## config.mk

```make
export PLATFORM = sky130hd
export DESIGN_NAME = control_sequencer
export DESIGN_NICKNAME = d
export VERILOG_FILES = /design/src/rtl/cpu_defs.sv /design/src/rtl/op_decode.sv /design/src/rtl/control_sequencer.sv
export SDC_FILE = /design/constraint.sdc
export NUM_CORES = 1
export LEC_CHECK = 0
export CAP_MARGIN = 10
export CORE_UTILIZATION = 25
export DETAILED_ROUTE_END_ITERATION = 10
export GPL_ROUTABILITY_DRIVEN = 0
export GPL_TIMING_DRIVEN = 0
export HOLD_SLACK_MARGIN = 0.06
export PLACE_DENSITY = 0.68
export SYNTH_ARGS = -nofsm -noshare
export SYNTH_HDL_FRONTEND = slang
export SYNTH_SLANG_ARGS = --single-unit
```

## constraint.sdc

```tcl
create_clock -name clock -period 1.7 [get_ports clock]
set_input_delay 0.34 -clock clock [delete_from_list [all_inputs] [get_ports clock]]
set_output_delay 0.34 -clock clock [all_outputs]
set_load 0.05 [all_outputs]
```

## src/rtl/cpu_defs.sv

```systemverilog
// Shared CPU definitions: opcodes, ALU select codes, sequencer state encoding
// and the decoded-instruction record passed from op_decode to the sequencer.
package cpu_defs;

  localparam logic [4:0] OP_ADD  = 5'h00;
  localparam logic [4:0] OP_SUB  = 5'h01;
  localparam logic [4:0] OP_AND  = 5'h02;
  localparam logic [4:0] OP_OR   = 5'h03;
  localparam logic [4:0] OP_MUL  = 5'h0F;
  localparam logic [4:0] OP_DIV  = 5'h10;
  localparam logic [4:0] OP_NOP  = 5'h1A;
  localparam logic [4:0] OP_HALT = 5'h1B;

  localparam logic [3:0] ALU_ADD = 4'h0;
  localparam logic [3:0] ALU_SUB = 4'h1;
  localparam logic [3:0] ALU_AND = 4'h2;
  localparam logic [3:0] ALU_OR  = 4'h3;
  localparam logic [3:0] ALU_MUL = 4'h4;
  localparam logic [3:0] ALU_DIV = 4'h5;
  localparam logic [3:0] ALU_INC = 4'h6;

  // State encoding is visible on state_dbg, so the values are fixed.
  localparam logic [3:0] ST_IDLE   = 4'd0;
  localparam logic [3:0] ST_T0     = 4'd1;
  localparam logic [3:0] ST_T1     = 4'd2;
  localparam logic [3:0] ST_T2     = 4'd3;
  localparam logic [3:0] ST_T3     = 4'd4;
  localparam logic [3:0] ST_T4     = 4'd5;
  localparam logic [3:0] ST_T5     = 4'd6;
  localparam logic [3:0] ST_T6     = 4'd7;
  localparam logic [3:0] ST_HALTED = 4'd8;

  typedef struct packed {
    logic [3:0] alu_op;
    logic       is_alu;
    logic       is_muldiv;
    logic       is_nop;
    logic       is_halt;
  } decode_t;

endpackage

```

## src/rtl/op_decode.sv

```systemverilog
// Combinational opcode decoder. Any opcode that is not an ALU, MUL/DIV or
// HALT instruction is reported as a NOP.
module op_decode
  import cpu_defs::*;
(
  input  logic [4:0] opcode,
  output decode_t    dec
);

  always_comb begin
    dec = '0;
    case (opcode)
      OP_ADD: begin dec.is_alu = 1'b1; dec.alu_op = ALU_ADD; end
      OP_SUB: begin dec.is_alu = 1'b1; dec.alu_op = ALU_SUB; end
      OP_AND: begin dec.is_alu = 1'b1; dec.alu_op = ALU_AND; end
      OP_OR:  begin dec.is_alu = 1'b1; dec.alu_op = ALU_OR;  end
      OP_MUL: begin dec.is_muldiv = 1'b1; dec.alu_op = ALU_MUL; end
      OP_DIV: begin dec.is_muldiv = 1'b1; dec.alu_op = ALU_DIV; end
      OP_HALT: dec.is_halt = 1'b1;
      default: dec.is_nop = 1'b1;
    endcase
  end

endmodule

```

## src/rtl/control_sequencer.sv

```systemverilog
// Hardwired multi-cycle control unit: fetch in T0-T2, execute in T3-T6,
// one state per clock, Moore strobes decoded from the registered state.
module control_sequencer
  import cpu_defs::*;
#(
  parameter int OPW  = 5,
  parameter int ALUW = 4
) (
  input  logic            clock,
  input  logic            clear,
  input  logic            run,
  input  logic            mem_rdy,
  input  logic [31:0]     ir,
  output logic            PCout,
  output logic            Zlowout,
  output logic            Zhighout,
  output logic            MDRout,
  output logic            MARin,
  output logic            PCin,
  output logic            MDRin,
  output logic            IRin,
  output logic            Yin,
  output logic            Zin,
  output logic            HIin,
  output logic            LOin,
  output logic            IncPC,
  output logic            Read,
  output logic            Gra,
  output logic            Grb,
  output logic            Grc,
  output logic            Rin,
  output logic            Rout,
  output logic [ALUW-1:0] alu_op,
  output logic            instr_done,
  output logic            halted,
  output logic [3:0]      state_dbg
);

  logic [3:0]     state;
  logic [3:0]     state_next;
  logic           t1_first;
  logic [OPW-1:0] opcode;
  decode_t        dec;
  decode_t        op_q;
  logic [3:0]     boundary;
  logic           unused_ir;

  assign opcode    = ir[31:32-OPW];
  assign unused_ir = ^ir[31-OPW:0];
  assign state_dbg = state;

  op_decode u_op_decode (
    .opcode (5'(opcode)),
    .dec    (dec)
  );

  // Instruction boundary: an instruction always runs to completion, and
  // run is only consulted here, on the way back to T0.
  assign boundary = run ? ST_T0 : ST_IDLE;

  always_comb begin
    state_next = state;
    case (state)
      ST_IDLE: if (run) state_next = ST_T0;
      ST_T0:   state_next = ST_T1;
      ST_T1:   if (mem_rdy) state_next = ST_T2;
      ST_T2:   state_next = ST_T3;
      ST_T3: begin
        if (dec.is_halt)                       state_next = ST_HALTED;
        else if (dec.is_alu || dec.is_muldiv)  state_next = ST_T4;
        else                                   state_next = boundary;
      end
      ST_T4:     state_next = ST_T5;
      ST_T5:     state_next = op_q.is_muldiv ? ST_T6 : boundary;
      ST_T6:     state_next = boundary;
      ST_HALTED: state_next = ST_HALTED;
      default:   state_next = ST_IDLE;
    endcase
  end

  // t1_first marks the first T1 cycle so PCin fires once even when memory
  // stalls; op_q freezes the decode at T3 so later IR changes are harmless.
  always_ff @(posedge clock or negedge clear) begin
    if (!clear) begin
      state    <= ST_IDLE;
      t1_first <= 1'b0;
      op_q     <= '0;
    end else begin
      state    <= state_next;
      t1_first <= (state == ST_T0);
      if (state == ST_T3) op_q <= dec;
    end
  end

  always_comb begin
    PCout      = 1'b0;
    Zlowout    = 1'b0;
    Zhighout   = 1'b0;
    MDRout     = 1'b0;
    MARin      = 1'b0;
    PCin       = 1'b0;
    MDRin      = 1'b0;
    IRin       = 1'b0;
    Yin        = 1'b0;
    Zin        = 1'b0;
    HIin       = 1'b0;
    LOin       = 1'b0;
    IncPC      = 1'b0;
    Read       = 1'b0;
    Gra        = 1'b0;
    Grb        = 1'b0;
    Grc        = 1'b0;
    Rin        = 1'b0;
    Rout       = 1'b0;
    alu_op     = '0;
    instr_done = 1'b0;
    halted     = 1'b0;
    case (state)
      ST_T0: begin
        PCout  = 1'b1;
        MARin  = 1'b1;
        IncPC  = 1'b1;
        Zin    = 1'b1;
        alu_op = ALUW'(ALU_INC);
      end
      ST_T1: begin
        Zlowout = 1'b1;
        PCin    = t1_first;
        Read    = 1'b1;
        MDRin   = 1'b1;
      end
      ST_T2: begin
        MDRout = 1'b1;
        IRin   = 1'b1;
      end
      ST_T3: begin
        if (dec.is_alu || dec.is_muldiv) begin
          Grb  = 1'b1;
          Rout = 1'b1;
          Yin  = 1'b1;
        end else begin
          instr_done = 1'b1;
        end
      end
      ST_T4: begin
        Grc    = 1'b1;
        Rout   = 1'b1;
        Zin    = 1'b1;
        alu_op = ALUW'(op_q.alu_op);
      end
      ST_T5: begin
        Zlowout = 1'b1;
        if (op_q.is_muldiv) begin
          LOin = 1'b1;
        end else begin
          Gra        = 1'b1;
          Rin        = 1'b1;
          instr_done = 1'b1;
        end
      end
      ST_T6: begin
        Zhighout   = 1'b1;
        HIin       = 1'b1;
        instr_done = 1'b1;
      end
      ST_HALTED: halted = 1'b1;
      default: ;
    endcase
  end

endmodule

```

# --- After elaboration in Yosys (flattened, before gate mapping) ---
# Index checks and enable logic that the tools add are counted.
op_classes:
  reduce_logical: 8
  muxes: 30
  eq_ne: 16
ops:
  columns: ["operator", "n"]
  rows:
  - ["4-bit case mux with 9 select lines", 1]
  - ["1-bit 2-to-1 mux", 20]
  - ["4-bit by 3-bit == test with 1-bit output (second input constant)", 4]
  - ["3-bit case mux with 5 select lines", 1]
  - ["4-bit 2-to-1 mux", 3]
  - ["5-bit by 2-bit == test with 1-bit output (second input constant)", 2]
  - ["5-bit == test (second input constant)", 2]
  - ["4-bit by 2-bit == test with 1-bit output (second input constant)", 2]
  - ["4-bit case mux with 2 select lines", 1]
  - ["3-bit 2-to-1 mux", 2]
  - ["2-bit OR reduction", 3]
  - ["5-bit by 1-bit == test with 1-bit output (second input constant)", 1]
  - ["5-bit by 4-bit == test with 1-bit output (second input constant)", 1]
  - ["5-bit logical NOT", 1]
  - ["4-bit by 1-bit == test with 1-bit output (second input constant)", 1]
  - ["4-bit == test (second input constant)", 1]
  - ["4-bit logical NOT", 1]
  - ["2-bit != test (second input constant)", 2]
  - ["4-bit OR reduction", 1]
  - ["1-bit case mux with 3 select lines", 1]
  - ["1-bit case mux with 2 select lines", 1]
  - ["2-bit AND reduction", 1]
  - ["1-bit logical OR", 1]
word_totals:
  word_cells: 58
  out_inout_bits: 29
  register_bits: 10
  inputBits: 36

# --- Depth between registers and ports, before layout ---
# Gate-level depths: netlist of run 1.
depth:
  word_depth: 7
  depth_mapped: 6
  depth_no_buf: 4

# --- Cells and area by module ---
# Synthesis of run 1 repeated with hierarchy kept, for this count alone.
unflattened:
  hier_cells: 94
  area_unflattened_um2: 789.5
by_module_without_submodules:
  columns: ["module", "seq_area_each_um2", "area_per_inst_um2", "cells_each", "instances"]
  rows:
  - ["control_sequencer", 250.2, 675.6, 77, 1]
  - ["op_decode", 0.0, 113.9, 17, 1]

# --- Least setup slack after synthesis of run 1 ---
# OpenSTA, ideal clock, no wires.
synth_timing:
  path_kind: "register to output"
  from: "reg state[1] (netlist: state_dbg[1])"
  to: "out PCin"
  path_stages_with_launch: 5
  required_ns: 1.360
  setup_slack_ns: -1.380
  arrival_time_ns: 2.740
  path_cell_list: "dfrtp_1 buf_2 nand2b_1 nor3_1 and2_1"
synth_via:
  elab_chain_len: 2
synth_rtl:
  columns: ["item", "line_no", "rtl"]
  rows:
  - ["start: declaration", "control_sequencer.sv:39", "logic [3:0] state;"]
  - ["start signal: assignment", "control_sequencer.sv:89", "state <= state_next;"]
  - ["4-bit by 2-bit == test with 1-bit output", "control_sequencer.sv:118", "case (state)"]
  - ["1-bit 2-to-1 mux", "control_sequencer.sv:118", null]
  - ["end: declaration", "control_sequencer.sv:19", "output logic PCin,"]
# No other way between the ends.

# --- Worst setup path after layout of run 1 ---
layout_timing:
  from: "reg state[2] (netlist: state_dbg[2])"
  to: "out Yin"
layout_via:
  elab_chain_len: 2
layout_rtl:
  columns: ["item", "line_no", "rtl"]
  rows:
  - ["4-bit by 3-bit == test with 1-bit output", "control_sequencer.sv:118", null]
  - ["1-bit 2-to-1 mux", "control_sequencer.sv:118", null]
  - ["end: declaration", "control_sequencer.sv:22", "output logic Yin,"]
# No other way between the ends.

==> results_dict.tcl, run 1 <==
set metrics [dict create \
    syn_area_per_cell_um2 8.078 \
    fin_area_mm2 0.001668 \
    p_per_area_mw_per_mm2 1911 \
    antenna_found_initial 0 \
    drt-initial-drc-count 14 \
    violations "negative setup slack" \
    rsz0062_at_grt "yes" \
    dieArea_mm2 0.003195 \
    clock_latency_ns 0.25 \
    cts_buffers 3 \
    postRouteAntennaNets 0 \
    yosys_register_bits 9 \
    final_common_cell "buf_6" \
    timing.hold.worst.class "input pin to flop" \
    clk_pin_slew_ns 0.07 \
    io_buffers 35 \
    syn_area_um2 743.2 \
    initial_core_util 0.2672 \
    p_leak_nw 0.7374 \
    grt_pass1_vias 827 \
    groute.usage.overall 0.1473 \
    die_h_um 56.53 \
    vias 883 \
    vdd_ir_drop_max_v 0.001276 \
    grt_max_degree 11 \
    synth-edff-count 0 \
    setup-tns-final_ns -1.082 \
    crit_required_ns 1.36 \
    cts_tree "built" \
    cts_hold_buffers 0 \
    status "finished, violations left" \
    drive_gt1_frac 0.6510 \
    synthFlopType "dfrtp_1" \
    holdWs_ns 0.3525 \
    drc 0 \
    setup_viol 20 \
    post_dp_cell_area_mm2 0.001306 \
    arrival_ns 1.48 \
    via_per_inst 4.906 \
    whs_path_depth 2 \
    regArea_um2 230.2 \
    antenna_cells 0 \
    die_w_um 56.53 \
    fin_ws_ns -0.1192 \
    start_kind "flop" \
    p_total_mw 3.187 \
    max_freq_mhz 549.7 \
    ys_async_sr_fraction 1.000 \
    multi_input_area_um2 610.6 \
    ys_types 37 \
    root_buffer "clkbuf_4" \
    finalWirelength_um 2469 \
    max_cap_viol_count 0 \
    nFillCells 242 \
    final_cell_mix "21 x buf_6, 14 x buf_4, 13 x buf_8" \
    cts_buffer_depth 2 \
    pin_count 65 \
    fin_util 0.5996 \
    routedWlPerCell_um 13.72 \
    final_nets 186 \
    ys_seq_area_frac 0.3030 \
    cts.sinks 9 \
    slew_violations 0 \
    synthCells 92 \
    skew_ns 0.001404 \
    hold_viol_final 0 \
    syn_nets 128 \
    first_pass_iters 4 \
    crit_type "flop to output pin" \
    gr-total-overflow 0 \
    rr_worst_depth 6 \
    place_ws_ns -1.118 \
    grt_pass1_wl_um 3732 \
    finalNonFillerCells 180 \
    period_share 1.070 \
    core_mm2 0.002781 \
    dp_hpwl_um 1601 \
    num_rows 19 \
    cp_max_fo 5 \
    min_period_ns 1.819 \
    dp.cells 158 \
    cp-end-kind "output pin" \
    ys.warnings.count 0 \
    syn2layout_area_growth_pct 124.4 \
    htree_levels 1 \
]
-- state kept, by name (all words and copies together) (netlist names) --
| name | flops |
|---|---|
| t1_first | 1 |
| op_q | 4 |
| state_dbg | 4 |
-- cells in the mapped netlist (all sizes together) (2+ instances only) --
master / count / area share
o21ai: 3 / 0.020
inv: 3 / 0.015
nand2b: 5 / 0.062
buf: 13 / 0.12
a21oi: 7 / 0.047
nor3: 7 / 0.047
nand2: 7 / 0.035
nor2: 11 / 0.066
and2: 2 / 0.017
dfrtp: 9 / 0.30
nand4: 2 / 0.017
nor2b: 3 / 0.025
-- area by class of cell --
| type | count | share of cell area |
|---|---|---|
| Buffer | 13 | 0.09302 |
| Clock buffer | 4 | 0.01575 |
| Inverter | 4 | 0.01350 |
| Multi-Input combinational cell | 65 | 0.3661 |
| Sequential cell | 9 | 0.1380 |
| Tap cell | 31 | 0.02326 |
| Timing Repair Buffer | 54 | 0.3503 |
-- power breakdown --
part / total (mW) / switching (mW) / internal [mW]
Combinational: 2.62 / 1.48 / 1.14
Clock: 0.168 / 0.0776 / 0.0904
Sequential: 0.400 / 0.0880 / 0.312
Total: 3.19 / 1.64 / 1.54
-- critical path, cell delays in order, from the launching register on --
cell,delay (ns)
dfrtp_2,0.45
buf_6,0.13
nand2b_4,0.08
nand2b_4,0.19
nor2_4,0.13
buf_6,0.11
buf_8,0.13
-- per-layer routing --
layer / vias up / global-route usage / share of wire / wire (um)
met3: 2 / 0.02535 / 0.053 / 131
li1: 427 / - / - / -
met1: 420 / 0.1676 / 0.40 / 999
met4: 0 / 0.03136 / 0.0032 / 8
met5: - / 0 / 0 / 0
met2: 34 / 0.2824 / 0.54 / 1330
-- logic make-up after synthesis --
| logic type | synth area share |
|---|---|
| multiplexers | 0.01347 |
| other | 0.005046 |
| AO/OA/AOI/OAI | 0.2138 |
| flip-flops | 0.3030 |
| buffers and inverters | 0.1481 |
| AND/OR/NAND/NOR | 0.3165 |
-- final timing paths --
path,startpoint,to,slack (ns)
max,state_dbg[2],Yin,-0.12
min reg2reg,op_q[4],op_q[4],0.49
min,ir[29],op_q[4],0.35
max reg2reg,state_dbg[2],op_q[6],0.17
min in group asynchronous,clear,op_q[4],0.40
max in group asynchronous,clear,state_dbg[3],0.96
-- what timing repair did --
action,CTS,global route
gates resized for setup,186,41
buffers inserted,7,11
cloned,0,1
endpoints found under the hold margin,0,0
pin swaps,8,7
endpoints found under the setup margin,28,24
Power figures use the tool's default switching activity.
==> run 2: changes to the inputs <==
- CORE_MARGIN: not set -> 2
- CORE_UTILIZATION: 25 -> 33
- PLACE_DENSITY: 0.68 -> 0.86
- clock period: 1.7 -> 2.3 ns (I/O delays scaled with it)
==> run 2 against run 1 <==
The flow now finishes without violations. Register-to-register slack better by 0.70 ns. Total power down 46%. Cell area down 28%. Clock-buffer cell count unchanged. Core utilization down 4.9 points. Non-clock buffer count down 18. Hold slack better by 0.13 ns. Combinational power down 50%. Wire length down 22%. Global-route usage up 1.9 points. Die area down 17%. Sequential share of layout area up 5.3 points. Largest cell class is now multi-input combinational cells. Largest power group unchanged.
==> results_dict.tcl, run 2 (synthesis results as in run 1) <==
set metrics [dict create \
    status "complete, no violations" \
    slew_violations 0 \
    p_leak_nw 0.5509 \
    dp.cells 155 \
    cp_max_fo 10 \
    vdd_ir_drop_max_v 0.0006216 \
    p_per_area_mw_per_mm2 1429 \
    skew_ns 0.002718 \
    cts_buffers 3 \
    reg2reg_from "state_dbg[3]" \
    arrival_ns 1.76 \
    hold_viol_final 0 \
    via_per_inst 4.943 \
    cts.sinks 9 \
    max_freq_mhz 450.0 \
    htree_levels 1 \
    setup_viol 0 \
    rr_worst_depth 5 \
    max_cap_viol_count 0 \
    first_pass_iters 4 \
    dp_hpwl_um 1470 \
    gr-total-overflow 0 \
    start_kind "flop" \
    cts_buffer_depth 2 \
    initial_core_util 0.3426 \
    dieArea_mm2 0.002648 \
    r2r_end "op_q[6]" \
    antenna_cells 0 \
    final_cell_mix "10 x buf_2, 10 x buf_4, 8 x nor2_1" \
    worstMarginPinSlew_ns 0.5040 \
    maxUsedRoutingLayer "met4" \
    antenna_found_initial 0 \
    grt_pass1_vias 747 \
    io_buffers 35 \
    die_w_um 51.46 \
    final_nets 168 \
    finalWirelength_um 1923 \
    crit_required_ns 1.84 \
    cts_tree "built" \
    met1_length_um 801 \
    vias 786 \
    finalNonFillerCells 159 \
    grt_max_degree 11 \
    syn2layout_area_growth_pct 60.61 \
    root_buffer "clkbuf_4" \
    max_stage_delay_ns 0.52 \
    critPathTopFamily "buffers and inverters" \
    max_slew_margin 0.6629 \
    fin_util 0.5502 \
    drive_gt1_frac 0.4122 \
    wl_met2_um 948 \
    drc 0 \
    min_period_ns 2.222 \
    timing.hold.worst.class "input pin to async pin" \
    pin_count 65 \
    cp-end-kind "output pin" \
    groute.usage.overall 0.1668 \
    clk_pin_slew_ns 0.07 \
    rrSetupSlack_ns 0.87 \
    critPathBufInv 3 \
    core_mm2 0.002170 \
    post_cts_buffers 0 \
    rsz0062_at_grt "no" \
    postRouteAntennaNets 0 \
    grt_pass1_wl_um 3298 \
    holdWs_ns 0.4860 \
    period_share 0.9661 \
    clock_latency_ns 0.27 \
    num_rows 17 \
    die_h_um 51.46 \
    met3_length_um 151 \
    routedWlPerCell_um 12.09 \
    cp_cell_sequence "buf_2 -> nand2_1 -> nor2_1 -> buf_4 -> dlygate4sd2_1" \
    drt-initial-drc-count 7 \
    cp_slowest_cell "dlygate4sd2_1" \
    crit_type "flop to output pin" \
]
[run 2: where the power goes]
group | switching, mW | leakage (nW) | internal, mW | total (mW)
combinational | 0.899 | 0.423 | 0.412 | 1.31
sequential | 0.0372 | 0.113 | 0.229 | 0.266
clock | 0.0612 | 0.0150 | 0.0672 | 0.128
total | 0.998 | 0.551 | 0.708 | 1.71
[run 2: repair_timing]
item / 4_1_cts / 5_1_grt
hold buffers: 0 / 0
gates resized for setup: 80 / 14
pin swaps: 3 / 0
cloned: 0 / 0
endpoints found under the setup margin: 24 / 14
[run 2: worst max-delay path by stage]
| stage | start | end | cells past startpoint |
|---|---|---|---|
| after detailed placement | ir[29] | instr_done | 6 |
| final | state_dbg[1] | Zhighout | 5 |
| after CTS | state_dbg[0] | MDRin | 4 |
| after global placement | ir[30] | instr_done | 6 |
| after global routing | state_dbg[1] | Zhighout | 5 |
| after floorplan | state_dbg[0] | Rin | 4 |
[run 2: cell type report]
class	count	area (um^2)
fillers	213	975.9
multi-input cells	65	491.7
repair buffers	35	294.0
flip-flops and latches	9	227.7
plain buffers	14	103.9
well taps	28	35.03
clock buffers	4	26.28
inverters	4	15.01
[run 2: metrics by stage]
step / area (um^2) / power [mW] / TNS, ns / worst slack, ns
after detailed placement: 1202 / 1.660 / -4.055 / -0.8056
after global placement: 1202 / 1.632 / -3.556 / -0.7990
after CTS: 1210 / 1.723 / 0 / 0.001295
after floorplan: 817.0 / 1.295 / -0.5750 / -0.1593
after global routing: 1194 / 1.813 / 0 / 0.002042
final: 1194 / 1.706 / 0 / 0.07786
[run 2: metal layers]
metal  vias to the layer above  track usage
met3                         2      0.02924
met1                       357       0.1942
met4                         0      0.07895
li1                        391            -
met5                         -            0
met2                        36       0.2927
==> run 3: changes to the inputs <==
- HOLD_SLACK_MARGIN: 0.06 -> 0.02
==> results of run 3 <==
The final DEF is identical to that of run 2; final timing and power are the same.
